===== config.mk =====
export PLATFORM = sky130hd
export DESIGN_NAME = avalon_access_sequencer_flat
export DESIGN_NICKNAME = d
export VERILOG_FILES = /design/src/rtl/avalon_access_sequencer_pkg.sv /design/src/rtl/avalon_access_sequencer_if.sv /design/src/rtl/avalon_access_sequencer_bus_watchdog.sv /design/src/rtl/avalon_access_sequencer.sv /design/src/flat_wrapper.sv
export SDC_FILE = /design/constraint.sdc
export NUM_CORES = 1
export LEC_CHECK = 0
export CAP_MARGIN = 10
export CORE_MARGIN = 3
export CORE_UTILIZATION = 45
export CTS_CLUSTER_DIAMETER = 100
export DETAILED_ROUTE_END_ITERATION = 8
export PLACE_DENSITY_LB_ADDON = 0.2
export SETUP_SLACK_MARGIN = 0.15
export SLEW_MARGIN = 20
export SYNTH_ARGS = -nofsm -noshare
export SYNTH_HDL_FRONTEND = slang
export SYNTH_SLANG_ARGS = --single-unit
export TNS_END_PERCENT = 1

===== constraint.sdc =====
create_clock -name clk -period 2.5 [get_ports clk]
set_input_delay 0.25 -clock clk [delete_from_list [all_inputs] [get_ports clk]]
set_output_delay 0.25 -clock clk [all_outputs]
set_load 0.01 [all_outputs]

===== src/rtl/avalon_access_sequencer_pkg.sv =====
// Shared types and constants for the Avalon access sequencer.
// Holds the FSM state encoding and bus alignment helpers.
package avalon_access_sequencer_pkg;

  typedef enum logic [2:0] {
    IDLE,
    DATA,
    FETCH,
    RELEASE,
    FAULT
  } state_t;

  localparam logic [3:0]  BE_ALL    = 4'hF;
  localparam logic [31:0] WORD_MASK = 32'hFFFF_FFFC;

  function automatic logic [31:0] word_align(
    input logic [31:0] a
  );
    return a & WORD_MASK;
  endfunction

endpackage


===== src/rtl/avalon_access_sequencer_if.sv =====
// Avalon-MM bus bundle between the sequencer and its slave.
// The master drives the request, the slave answers with wait/data.
interface avalon_access_sequencer_if;

  logic [31:0] address;
  logic        read;
  logic        write;
  logic [31:0] writedata;
  logic [3:0]  byteenable;
  logic        waitrequest;
  logic [31:0] readdata;

  modport master (
    output address,
    output read,
    output write,
    output writedata,
    output byteenable,
    input  waitrequest,
    input  readdata
  );

  modport slave (
    input  address,
    input  read,
    input  write,
    input  writedata,
    input  byteenable,
    output waitrequest,
    output readdata
  );

endinterface


===== src/rtl/avalon_access_sequencer_bus_watchdog.sv =====
// Counts consecutive stalled bus cycles and flags a hung slave.
// expired fires on the TIMEOUT-th consecutive enabled cycle.
module bus_watchdog #(
  parameter int TIMEOUT = 1024
) (
  input  logic clk,
  input  logic reset,
  input  logic enable,
  input  logic clear,
  output logic expired
);

  localparam int W = $clog2(TIMEOUT + 1);
  localparam logic [W-1:0] LAST = W'(TIMEOUT - 1);

  logic [W-1:0] count;

  always_ff @(posedge clk or negedge reset) begin
    if (!reset) begin
      count <= '0;
    end else if (clear) begin
      count <= '0;
    end else if (enable) begin
      count <= count + 1'b1;
    end
  end

  assign expired = enable && (count == LAST);

endmodule


===== src/rtl/avalon_access_sequencer.sv =====
// Serialises a CPU data access and instruction fetch onto one
// Avalon-MM master; data always goes before the fetch.
module avalon_access_sequencer
  import avalon_access_sequencer_pkg::*;
#(
  parameter int TIMEOUT = 1024
) (
  input  logic        clk,
  input  logic        reset,
  input  logic        instr_req,
  input  logic [31:0] instr_address,
  output logic [31:0] instr_readdata,
  input  logic        data_read,
  input  logic        data_write,
  input  logic [31:0] data_address,
  input  logic [31:0] data_writedata,
  input  logic [3:0]  data_byteenable,
  output logic [31:0] data_readdata,
  output logic        stall,
  output logic        bus_error,
  avalon_access_sequencer_if.master bus
);

  state_t state_q, state_d;

  logic        wr_q;
  logic        fetch_q;
  logic [31:0] daddr_q;
  logic [31:0] wdata_q;
  logic [3:0]  be_q;
  logic [31:0] iaddr_q;

  logic latch;
  logic cap_data;
  logic cap_instr;
  logic busy;
  logic wd_en;
  logic expired;
  logic data_req;
  logic misaligned;

  assign data_req   = data_read | data_write;
  assign misaligned = instr_req & (instr_address[1:0] != 2'b00);
  assign busy       = (state_q == DATA) | (state_q == FETCH);
  assign wd_en      = busy & bus.waitrequest;
  assign bus_error  = (state_q == FAULT);

  bus_watchdog #(
    .TIMEOUT(TIMEOUT)
  ) u_watchdog (
    .clk    (clk),
    .reset  (reset),
    .enable (wd_en),
    .clear  (!wd_en),
    .expired(expired)
  );

  always_ff @(posedge clk or negedge reset) begin
    if (!reset) begin
      state_q <= IDLE;
    end else begin
      state_q <= state_d;
    end
  end

  // Requests are captured once so the bus stays stable under waitrequest.
  always_ff @(posedge clk or negedge reset) begin
    if (!reset) begin
      wr_q    <= 1'b0;
      fetch_q <= 1'b0;
      daddr_q <= '0;
      wdata_q <= '0;
      be_q    <= '0;
      iaddr_q <= '0;
    end else if (latch) begin
      wr_q    <= data_write;
      fetch_q <= data_req ? instr_req : 1'b1;
      daddr_q <= data_address;
      wdata_q <= data_writedata;
      be_q    <= data_byteenable;
      iaddr_q <= instr_address;
    end
  end

  always_ff @(posedge clk or negedge reset) begin
    if (!reset) begin
      instr_readdata <= '0;
      data_readdata  <= '0;
    end else begin
      if (cap_instr) begin
        instr_readdata <= bus.readdata;
      end
      if (cap_data) begin
        data_readdata <= bus.readdata;
      end
    end
  end

  always_comb begin
    state_d        = state_q;
    latch          = 1'b0;
    cap_data       = 1'b0;
    cap_instr      = 1'b0;
    stall          = 1'b1;
    bus.read       = 1'b0;
    bus.write      = 1'b0;
    bus.address    = '0;
    bus.writedata  = '0;
    bus.byteenable = '0;
    unique case (state_q)
      IDLE: begin
        if (data_req) begin
          latch   = 1'b1;
          state_d = misaligned ? FAULT : DATA;
        end else if (instr_req) begin
          latch   = 1'b1;
          state_d = misaligned ? FAULT : FETCH;
        end
      end
      DATA: begin
        bus.address    = word_align(daddr_q);
        bus.byteenable = be_q;
        bus.write      = wr_q;
        bus.read       = !wr_q;
        bus.writedata  = wr_q ? wdata_q : '0;
        if (expired) begin
          state_d = FAULT;
        end else if (!bus.waitrequest) begin
          cap_data = !wr_q;
          state_d  = fetch_q ? FETCH : RELEASE;
        end
      end
      FETCH: begin
        bus.address    = iaddr_q;
        bus.byteenable = BE_ALL;
        bus.read       = 1'b1;
        if (expired) begin
          state_d = FAULT;
        end else if (!bus.waitrequest) begin
          cap_instr = 1'b1;
          state_d   = RELEASE;
        end
      end
      RELEASE: begin
        stall   = 1'b0;
        state_d = IDLE;
      end
      FAULT: begin
        state_d = FAULT;
      end
      default: begin
        state_d = IDLE;
      end
    endcase
  end

endmodule


===== src/flat_wrapper.sv =====
// flat-port wrapper written by rule: the top's interface ports become plain ports
module avalon_access_sequencer_flat import avalon_access_sequencer_pkg::*;
#(
  parameter int TIMEOUT = 1024
)
  (clk, reset, instr_req, instr_address, instr_readdata, data_read, data_write, data_address, data_writedata, data_byteenable, data_readdata, stall, bus_error, bus_address, bus_read, bus_write, bus_writedata, bus_byteenable, bus_waitrequest, bus_readdata);
  avalon_access_sequencer_if bus_i ();
  input  logic clk;
  input  logic reset;
  input  logic instr_req;
  input  logic [31:0] instr_address;
  output logic [31:0] instr_readdata;
  input  logic data_read;
  input  logic data_write;
  input  logic [31:0] data_address;
  input  logic [31:0] data_writedata;
  input  logic [3:0] data_byteenable;
  output logic [31:0] data_readdata;
  output logic stall;
  output logic bus_error;
  output wire logic [$bits(bus_i.address)-1:0] bus_address;
  output wire logic [$bits(bus_i.read)-1:0] bus_read;
  output wire logic [$bits(bus_i.write)-1:0] bus_write;
  output wire logic [$bits(bus_i.writedata)-1:0] bus_writedata;
  output wire logic [$bits(bus_i.byteenable)-1:0] bus_byteenable;
  input wire logic [$bits(bus_i.waitrequest)-1:0] bus_waitrequest;
  input wire logic [$bits(bus_i.readdata)-1:0] bus_readdata;
  assign bus_address = bus_i.address;
  assign bus_read = bus_i.read;
  assign bus_write = bus_i.write;
  assign bus_writedata = bus_i.writedata;
  assign bus_byteenable = bus_i.byteenable;
  assign bus_i.waitrequest = bus_waitrequest;
  assign bus_i.readdata = bus_readdata;
  avalon_access_sequencer #(.TIMEOUT(TIMEOUT)) u_core (.clk(clk), .reset(reset), .instr_req(instr_req), .instr_address(instr_address), .instr_readdata(instr_readdata), .data_read(data_read), .data_write(data_write), .data_address(data_address), .data_writedata(data_writedata), .data_byteenable(data_byteenable), .data_readdata(data_readdata), .stall(stall), .bus_error(bus_error), .bus(bus_i));
endmodule

==> results of run 1 <==
synthesized netlist by cell type:
master / instances
buf_6: 5
nand4_1: 1
or4_1: 2
or3b_4: 1
dfrtp_1: 178
nand3_1: 3
o21ai_0: 2
nor4_1: 1
and2_1: 4
nand2b_1: 2
clkbuf_1: 9
mux2_1: 3
o31a_1: 2
nor3b_1: 1
or3_1: 1
xor2_1: 7
buf_4: 10
a21oi_1: 5
nor2_1: 13
nor3b_2: 1
nor3_2: 1
nor3_4: 2
o21a_1: 1
and3_1: 33
xnor2_1: 2
buf_2: 10
nor2b_1: 1
nand3b_1: 2
o22ai_1: 2
ha_1: 1
inv_1: 1
mux2_2: 160
and4_1: 2
a22o_1: 31
o31ai_1: 1
nand2_1: 9
a2bb2oi_1: 1
routing by layer:
metal  track usage  wire length [um]
met4        0.0752               420
met3        0.0805              1690
met1         0.262              7820
met5             0                 0
met2         0.343              9390
cells by family after synthesis:
family,Yosys count,share of synthesized area
AOI/OAI and AO/OA,45,0.0484
xor gates and xnor gates,9,0.0106
adders and majority gates,1,0.00168
buffers and inverters,35,0.0294
DFF,178,0.598
muxes,163,0.246
and+or+nand+nor,80,0.0655
state kept, by name, indices dropped and copies added, names as in the netlist:
name / flops
u_core.state_q: 3
u_core.wr_q: 1
u_core.be_q: 4
u_core.wdata_q: 32
u_core.daddr_q: 30
u_core.instr_readdata: 32
u_core.fetch_q: 1
u_core.data_readdata: 32
u_core.u_watchdog.count: 11
u_core.iaddr_q: 32
cell usage in the layout, fill, tap and decap left out, drive strengths merged, types with 2 or more instances in the layout:
cell           Yosys  routed
nand3              3       3
a22o              31      31
nor3               3       3
inv                1       3
and3              33      33
and2               4       4
o31a               2       2
clkinv             0       2
o21ai              2       2
clkdlybuf4s50      0     205
mux2             163     163
clkinvlp           0       6
xor2               7       7
dfrtp            178     178
and4               2       2
nor3b              2       2
dlymetal6s2s       0      64
o22ai              2       2
or4                2       2
nand3b             2       2
xnor2              2       2
clkbuf             9      22
a21oi              5       5
nand2b             2       2
buf               25      20
nor2              13      13
nand2              9       9
cell type report:
class / count / area [sq um] / area share
tap: 216 / 270 / 0.0241
inverter: 1 / 3.75 / 0.000335
clock inverter: 10 / 80.1 / 0.00714
sequential: 178 / 4460 / 0.397
timing repair buffer: 292 / 3170 / 0.282
clock buffer: 22 / 454 / 0.0405
multi-input combinational: 298 / 2790 / 0.248
metrics by stage:
stage | area (sq um) | setup slack, ns | total power, W | hold slack, ns
finish | 11200 | 0.173 | 0.0140 | 0.280
detailed placement | 10400 | 0.328 | 0.0116 | 0.142
global route | 11200 | 0.0803 | 0.0148 | 0.300
global placement | 10400 | 0.376 | 0.0113 | 0.134
floorplan | 7450 | 0.738 | 0.00856 | -0.0456
CTS | 11000 | 0.0370 | 0.0142 | 0.257
power groups by stage:
stage          clock network [W]  logic (W)  registers (W)
2_1_floorplan                  0    0.00342        0.00515
3_3_place_gp                   0    0.00628        0.00506
3_5_place_dp                   0    0.00643        0.00517
4_1_cts                  0.00247    0.00669        0.00508
5_1_grt                  0.00260    0.00699        0.00526
6_report                 0.00240    0.00651        0.00507
final timing paths:
check,from,end
min in group clk,data_address[30],u_core.daddr_q[30]
max in group asynchronous,reset,u_core.data_readdata[3]
hold / removal,reset,u_core.wdata_q[12]
setup / recovery,u_core.state_q[0],bus_address[15]
hold reg to reg,u_core.u_watchdog.count[0],u_core.u_watchdog.count[0]
setup reg to reg,u_core.state_q[2],u_core.daddr_q[16]
what timing repair did:
item | in CTS | in global routing
pin swaps | 1 | 1
gates resized for setup | 7 | 67
endpoints found under the hold margin | 27 | 0
buffers inserted | 6 | 0
hold buffers | 1 | 0
gates cloned | 1 | 0
endpoints found under the setup margin | 70 | 69
worst reg2reg max path, delay by kind of cell, from the launching register on:
family	cells	cell delay [ns]
and+or+nand+nor	1	0.25
DFF	1	0.42
muxes	1	0.47
AOI/OAI and AO/OA	1	0.23
buffers and inverters	3	0.66
==> results.yml, run 1 <==
synthesis:
  ys_seq_area_frac: 0.598
  synth_fp_nets: 650
  synth_cells: 511
  syn-cell-area_sq_mm: 0.00745
  synth_top_area_frac: 0.598
  yosysWarnings: 0
  avgSynthCellArea_sq_um: 14.6
  synth.largest_area_cell: "dfrtp_1"
  synth-seq-cells: 178
  synth_area_leaders: "dfrtp_1 60%, mux2_2 24%, a22o_1 3.6%, and3_1 2.8%, buf_4 1.0%"
  synth.distinct_cells: 37
drt:
  ant_nets: 0
  drc: 0
  wl_um: 19300
  drt-initial-drc-count: 209
  routed_via_density: 5.21
  wire_per_inst_um: 19.0
  dr.pass1.iters: 4
  vias: 5294
critical_path:
  path_delay_family: "buffers and inverters"
  critPathSlowestCell: "clkdlybuf4s50_1"
  cp-end-kind: "output port"
  path_buf_inv: 2
  r2r_setup_slack_ns: 0.37
  cp_data_required_time_ns: 2.25
  slowest_delay_ns: 0.54
  worstPathMaxFanout: 33
  crit_type: "reg -> out"
  cp-start-kind: "register"
  path_cells: "nand2b_1 > nor2_2 > buf_12 > a22o_1 > clkdlybuf4s50_1"
  path_depth: 5
  worst-endpoint-arrival_ns: 2.08
  rr_worst_depth: 6
power_and_ir_drop:
  power.leakage_nw: 5.70
  power.internal_w: 0.00957
  combPwrFrac: 0.466
  clockPowerShare: 0.172
  peakVddDrop_uv: 792
  p_seq_frac: 0.363
  switching_share: 0.316
  power.switching_w: 0.00442
  p_per_area_mw_per_mm2: 1250
clock_tree:
  clock-sinks: 178
  cts_buffers: 17
  clk_latency_ns: 0.41
  htreeDepth: 4
  clock_path_buffers: 2
  cts-root-buf: "clkbuf_16"
  cts_tree: "yes"
  clk_pin_slew_ns: 0.06
run:
  cap_violations: 0
final_layout:
  nNetsFinal: 927
  area_delta_synth_final_pct: 50.6
  utilization: 0.699
  fillers: 1084
  layoutNonFillerInstCount: 1017
  diodes: 0
  layout-drive-gt1-share: 0.276
status:
  status: "finished, final reports clean"
sta:
  period_share: 0.931
  relSlewSlack: 0.647
  maxSlewViolCount: 0
  final_hold_viol_count: 0
  finalSetupViolCount: 0
  max_freq_mhz: 430
  rsz0062_at_grt: "yes"
  tightest_slew_ns: 0.530
  min_period_ns: 2.33
  finalSetupTns_ns: 0
  clock_skew_ns: 0.00461
global_route:
  overflow: 0
  grtUsageTotal: 0.212
  antenna_found_initial: 0
  grt_pass1_wl_um: 30200
  grt_max_degree: 93
  grt_pass1_vias: 5703
die:
  core-area_sq_mm: 0.0161
  start_util: 0.464
  row_count: 46
  fp.dieArea_sq_mm: 0.0181
  fp.dieH_um: 135
  ios: 274
  die_w_um: 135
placement:
  place_congestion: 0.748
  dp_hpwl_um: 13400
  post-place-cells: 977
  portBuffers: 271
min_path:
  hp-class: "in -> async"
Power figures use the tool's default switching activity.
==> inputs of run 2 (changes only) <==
CORE_UTILIZATION = 34   (was 45)
SETUP_SLACK_MARGIN = 0.4   (was 0.15)
==> run 2 against run 1 <==
  * Via count grew 0.81%
  * Fmax shrank 1.1%
  * Clock skew grew 0.0055 ns
  * Worst setup slack lost 0.026 ns
  * Register-to-register slack lost 0.07 ns
  * Final area grew 1.4%
  * Final cell count grew 7.2%
  * Total power grew 4.7%
  * Die area grew 31%
  * Routed wire length grew 8.5%
==> results.yml, run 2 (synthesis gave the netlist of run 1 again) <==
drt:
  wire_per_inst_um: 19.2
  wl_um: 21000
  ant_nets: 0
  routed_via_density: 4.90
  dr.pass1.iters: 4
  drt-initial-drc-count: 238
  drc: 0
  vias: 5337
sta:
  period_share: 0.941
  fin_ws_ns: 0.147
  finalSetupTns_ns: 0
  min_period_ns: 2.35
  tightest_slew_ns: 0.477
  rsz0062_at_grt: "yes"
  relSlewSlack: 0.682
  maxSlewViolCount: 0
  clock_skew_ns: 0.0101
  max_freq_mhz: 425
  finalSetupViolCount: 0
  final_hold_viol_count: 0
critical_path:
  path_cells: "nor3b_4 > buf_6 > buf_16 > and3_1 > clkdlybuf4s50_1"
  rr_worst_depth: 6
  crit_path_start: "u_core.state_q[1]"
  worst-endpoint-arrival_ns: 2.10
  critPathSlowestCell: "clkdlybuf4s50_1"
  cp-start-kind: "register"
  cp-end-kind: "output port"
  timing.rr.start: "u_core.state_q[1]"
  slowest_delay_ns: 0.53
  timing.rr.end: "u_core.iaddr_q[22]"
  endpoint: "bus_writedata[9]"
  cp_data_required_time_ns: 2.25
  r2r_setup_slack_ns: 0.30
  crit_type: "reg -> out"
  worstPathMaxFanout: 16
run:
  cap_violations: 0
die:
  die_w_um: 154
  fp.dieH_um: 154
  fp.dieArea_sq_mm: 0.0237
  start_util: 0.350
  row_count: 53
  core-area_sq_mm: 0.0213
  ios: 274
final_layout:
  nNetsFinal: 941
  layoutNonFillerInstCount: 1090
  final_common_cell: "clkdlybuf4s50_1"
  final_cell_mix: "216 x clkdlybuf4s50_1, 174 x dfrtp_1, 160 x mux2_2"
  layout-drive-gt1-share: 0.294
  area_delta_synth_final_pct: 52.8
  fillers: 1792
  diodes: 0
global_route:
  grtUsageTotal: 0.179
  grt_pass1_vias: 5987
  antenna_found_initial: 1
  grt_max_degree: 57
  grt_pass1_wl_um: 33600
  overflow: 0
status:
  status: "finished, final reports clean"
clock_tree:
  clock-sinks: 178
  htreeDepth: 4
  cts_buffers: 17
  cts-root-buf: "clkbuf_16"
  clk_latency_ns: 0.42
  cts_tree: "yes"
  clock_path_buffers: 2
  clk_pin_slew_ns: 0.07
placement:
  place_congestion: 0.771
  dp_hpwl_um: 14000
  portBuffers: 271
  post-place-cells: 1038
  pre_cts_ws_ns: 0.270
power_and_ir_drop:
  p_per_area_mw_per_mm2: 1290
  peakVddDrop_uv: 637
  power.leakage_nw: 5.02
min_path:
  hp-class: "in -> async"
## run 2: changes by cell type in the layout (fill, tap and decap cells not counted), moves of 2 or more
cell,delta
dlymetal6s2s_1,-63
dlygate4sd2_1,+52
clkdlybuf4s50_1,+11
buf_4,+7
clkinvlp_4,-4
inv_8,+4
buf_12,+3
clkbuf_1,-3
bufbuf_16,+2
bufinv_16,+2
## run 2: area by class of cell
| type | instances | area, sq um | share of cell area |
|---|---|---|---|
| inverters | 1 | 3.75 | 0.000330 |
| multi-input cells | 298 | 2810 | 0.247 |
| repair buffers | 306 | 3160 | 0.278 |
| well taps | 275 | 344 | 0.0302 |
| flip-flops and latches | 178 | 4460 | 0.392 |
| clock inverters | 13 | 164 | 0.0144 |
| clock buffers | 19 | 443 | 0.0389 |
## run 2: power breakdown
part	total (W)	switching, W	internal, W
combinational	0.00682	0.00268	0.00414
sequential	0.00510	0.000797	0.00430
clock	0.00273	0.00119	0.00154
total	0.0147	0.00467	0.00998
## run 2: worst max-delay path: cells and delay by family (launching register included)
kind	cells	cell delay, ns
buf+inv	3	0.83
flops	1	0.45
simple gates	2	0.39
## run 2: worst min-delay path by stage
stage               startpoint                 end  slack [ns]  cells past startpoint
global route             reset  u_core.iaddr_q[17]        0.35                      2
detailed placement       reset  u_core.daddr_q[17]        0.21                      1
global placement         reset  u_core.iaddr_q[17]        0.20                      1
finish                   reset  u_core.iaddr_q[17]        0.32                      2
floorplan                reset      u_core.be_q[0]       -0.05                      0
CTS                      reset  u_core.daddr_q[17]        0.32                      2
## run 2: what timing repair did
| item | CTS | global route |
|---|---|---|
| endpoints found under the setup margin | 165 | 164 |
| gates cloned | 5 | 0 |
| resized for setup | 64 | 1 |
| buffers inserted | 14 | 0 |
| hold buffers | 1 | 0 |
| pin swaps | 2 | 0 |
| endpoints found under the hold margin | 41 | 0 |
## run 2: stage by stage
step | total power (W) | util | hold slack [ns] | area, sq um
6_report | 0.0147 | 0.535 | 0.316 | 11400
3_5_place_dp | 0.0118 | 0.495 | 0.206 | 10500
5_1_grt | 0.0156 | 0.535 | 0.349 | 11400
2_1_floorplan | 0.00856 | - | -0.0456 | 7450
4_1_cts | 0.0149 | 0.534 | 0.320 | 11400
3_3_place_gp | 0.0115 | 0.495 | 0.196 | 10500
## run 2: layer usage
metal / share of wire / track usage / up-vias
met1: 0.43 / 0.234 / 2671
li1: - / - / 2439
met2: 0.47 / 0.285 / 208
met3: 0.088 / 0.0659 / 17
met4: 0.010 / 0.0463 / 2
met5: 0.00062 / 0 / -
==> inputs of run 3 (changes only) <==
CORE_UTILIZATION = 40   (was 34)
==> run 3 against run 2 <==
  * Fmax grew 0.28%
  * Die area decreased by 14%
  * Utilization increased by 8.5 points
  * Sequential share of layout area is 0.50 points higher
  * Largest power group unchanged
  * Highest routed layer unchanged
==> results.yml, run 3 (synthesis gave the netlist of run 1 again) <==
status:
  status: "finished, final reports clean"
global_route:
  grt_max_degree: 100
  grt_pass1_wl_um: 31800
  grt_pass1_vias: 5925
  antenna_found_initial: 1
  grtUsageTotal: 0.200
  overflow: 0
clock_tree:
  clock-sinks: 178
  cts-root-buf: "clkbuf_16"
  cts_tree: "yes"
  cts_buffers: 17
  htreeDepth: 4
  clk_pin_slew_ns: 0.07
  clk_latency_ns: 0.42
  clock_path_buffers: 2
placement:
  dp_hpwl_um: 13500
  place_congestion: 0.763
  portBuffers: 271
drt:
  routed.top_layer: "met5"
  routed_via_density: 5.14
  dr.pass1.iters: 4
  wl_met3_um: 1870
  wl_um: 20200
  wl_met1_um: 8030
  wire_per_inst_um: 19.3
  drc: 0
  ant_nets: 0
  wl_met2_um: 10000
  vias: 5358
  drt-initial-drc-count: 151
final_layout:
  fillers: 1431
  final_cell_mix: "224 x clkdlybuf4s50_1, 174 x dfrtp_1, 160 x mux2_2"
  utilization: 0.619
  multi_input_area_sq_mm: 0.00280
  seq_area_sq_mm: 0.00446
  nNetsFinal: 939
  final_common_cell: "clkdlybuf4s50_1"
  area_delta_synth_final_pct: 50.8
  diodes: 0
  layout-drive-gt1-share: 0.293
power_and_ir_drop:
  clockPowerShare: 0.186
  combPwrFrac: 0.461
  p_seq_frac: 0.352
  peakVddDrop_uv: 642
  switching_share: 0.317
  p_per_area_mw_per_mm2: 1290
  power.internal_w: 0.00988
  power.switching_w: 0.00459
  power.leakage_nw: 4.95
sta:
  rsz0062_at_grt: "yes"
  tightest_slew_ns: 0.649
  final_hold_viol_count: 0
  period_share: 0.938
  clock_skew_ns: 0.00528
  maxSlewViolCount: 0
  finalSetupViolCount: 0
  finalSetupTns_ns: 0
  relSlewSlack: 0.567
  max_freq_mhz: 426
  min_period_ns: 2.35
critical_path:
  cp-end-kind: "output port"
  r2r_setup_slack_ns: 0.40
  rr_worst_depth: 5
  path_cells: "nor3b_4 > buf_4 > buf_12 > a22o_1 > clkdlybuf4s50_1"
  critPathSlowestCell: "clkdlybuf4s50_1"
  cp-start-kind: "register"
  crit_type: "reg -> out"
  cp_data_required_time_ns: 2.25
  timing.rr.end: "u_core.daddr_q[7]"
  worstPathMaxFanout: 16
  timing.rr.start: "u_core.state_q[2]"
  slowest_delay_ns: 0.55
  worst-endpoint-arrival_ns: 2.10
die:
  fp.dieH_um: 142
  die_w_um: 142
  row_count: 49
  start_util: 0.410
  fp.dieArea_sq_mm: 0.0203
  core-area_sq_mm: 0.0181
  ios: 274
run:
  cap_violations: 0
min_path:
  hp-class: "in -> async"
## run 3: changes by cell type in the layout (fill, tap and decap cells not counted), moves of 2 or more
cell	change
buf_12	-4
buf_4	+3
clkdlybuf4s50_1	+8
clkinv_2	+2
dlygate4sd2_1	-8
inv_8	-3
## run 3: through the flow
stage,instances,power (W),worst slack (ns),cell area [sq um],hold slack [ns]
global placement,991,0.0114,0.419,10400,0.292
detailed placement,991,0.0116,0.367,10400,0.301
global route,1042,0.0153,0.0585,11200,0.422
CTS,1042,0.0147,0.132,11200,0.411
floorplan,511,0.00856,0.738,7450,-0.0456
finish,1042,0.0145,0.154,11200,0.387
## run 3: worst max path at each step
stage | start | end | slack (ns) | depth (start not counted)
after floorplan | u_core.state_q[0] | bus_address[11] | 0.74 | 6
after global placement | u_core.state_q[2] | bus_address[26] | 0.42 | 4
final | u_core.state_q[2] | bus_address[2] | 0.15 | 5
after global routing | u_core.state_q[2] | bus_address[18] | 0.06 | 5
after CTS | u_core.state_q[1] | bus_address[2] | 0.13 | 5
after detailed placement | u_core.state_q[2] | bus_address[26] | 0.37 | 4
## run 3: power by group through the flow
stage          combinational [W]  sequential [W]  clock [W]
2_1_floorplan            0.00342         0.00515          0
3_5_place_dp             0.00646         0.00517          0
6_report                 0.00668         0.00510    0.00270
3_3_place_gp             0.00632         0.00504          0
4_1_cts                  0.00679         0.00510    0.00276
5_1_grt                  0.00716         0.00529    0.00288
## run 3: area by class of cell
type | count | share of cell area
Timing Repair Buffer | 304 | 0.274
Tap cell | 229 | 0.0255
Sequential cell | 178 | 0.397
Clock buffer | 19 | 0.0403
Multi-Input combinational cell | 298 | 0.249
Inverter | 1 | 0.000334
Clock inverter | 13 | 0.0133
## run 3: repair_timing
item                                   in CTS  in global routing
endpoints found under the hold margin      61                  0
hold buffers                                1                  0
cloned                                      4                  0
setup endpoints to repair                  71                171
pin swaps                                   2                  0
gates resized for setup                    54                  1
buffers inserted                           14                  0
## run 3: worst max-delay path, delay by kind of cell (launching register included)
| family | cells | cell delay, ns |
|---|---|---|
| buffers and inverters | 3 | 0.86 |
| flip-flops | 1 | 0.46 |
| AO/OA/AOI/OAI | 1 | 0.15 |
| AND/OR/NAND/NOR | 1 | 0.21 |
## run 3: layer usage
| metal | track usage | vias up |
|---|---|---|
| met5 | 0 | - |
| met4 | 0.0530 | 2 |
| met3 | 0.0716 | 21 |
| met2 | 0.342 | 214 |
| met1 | 0.241 | 2693 |
| li1 | - | 2428 |
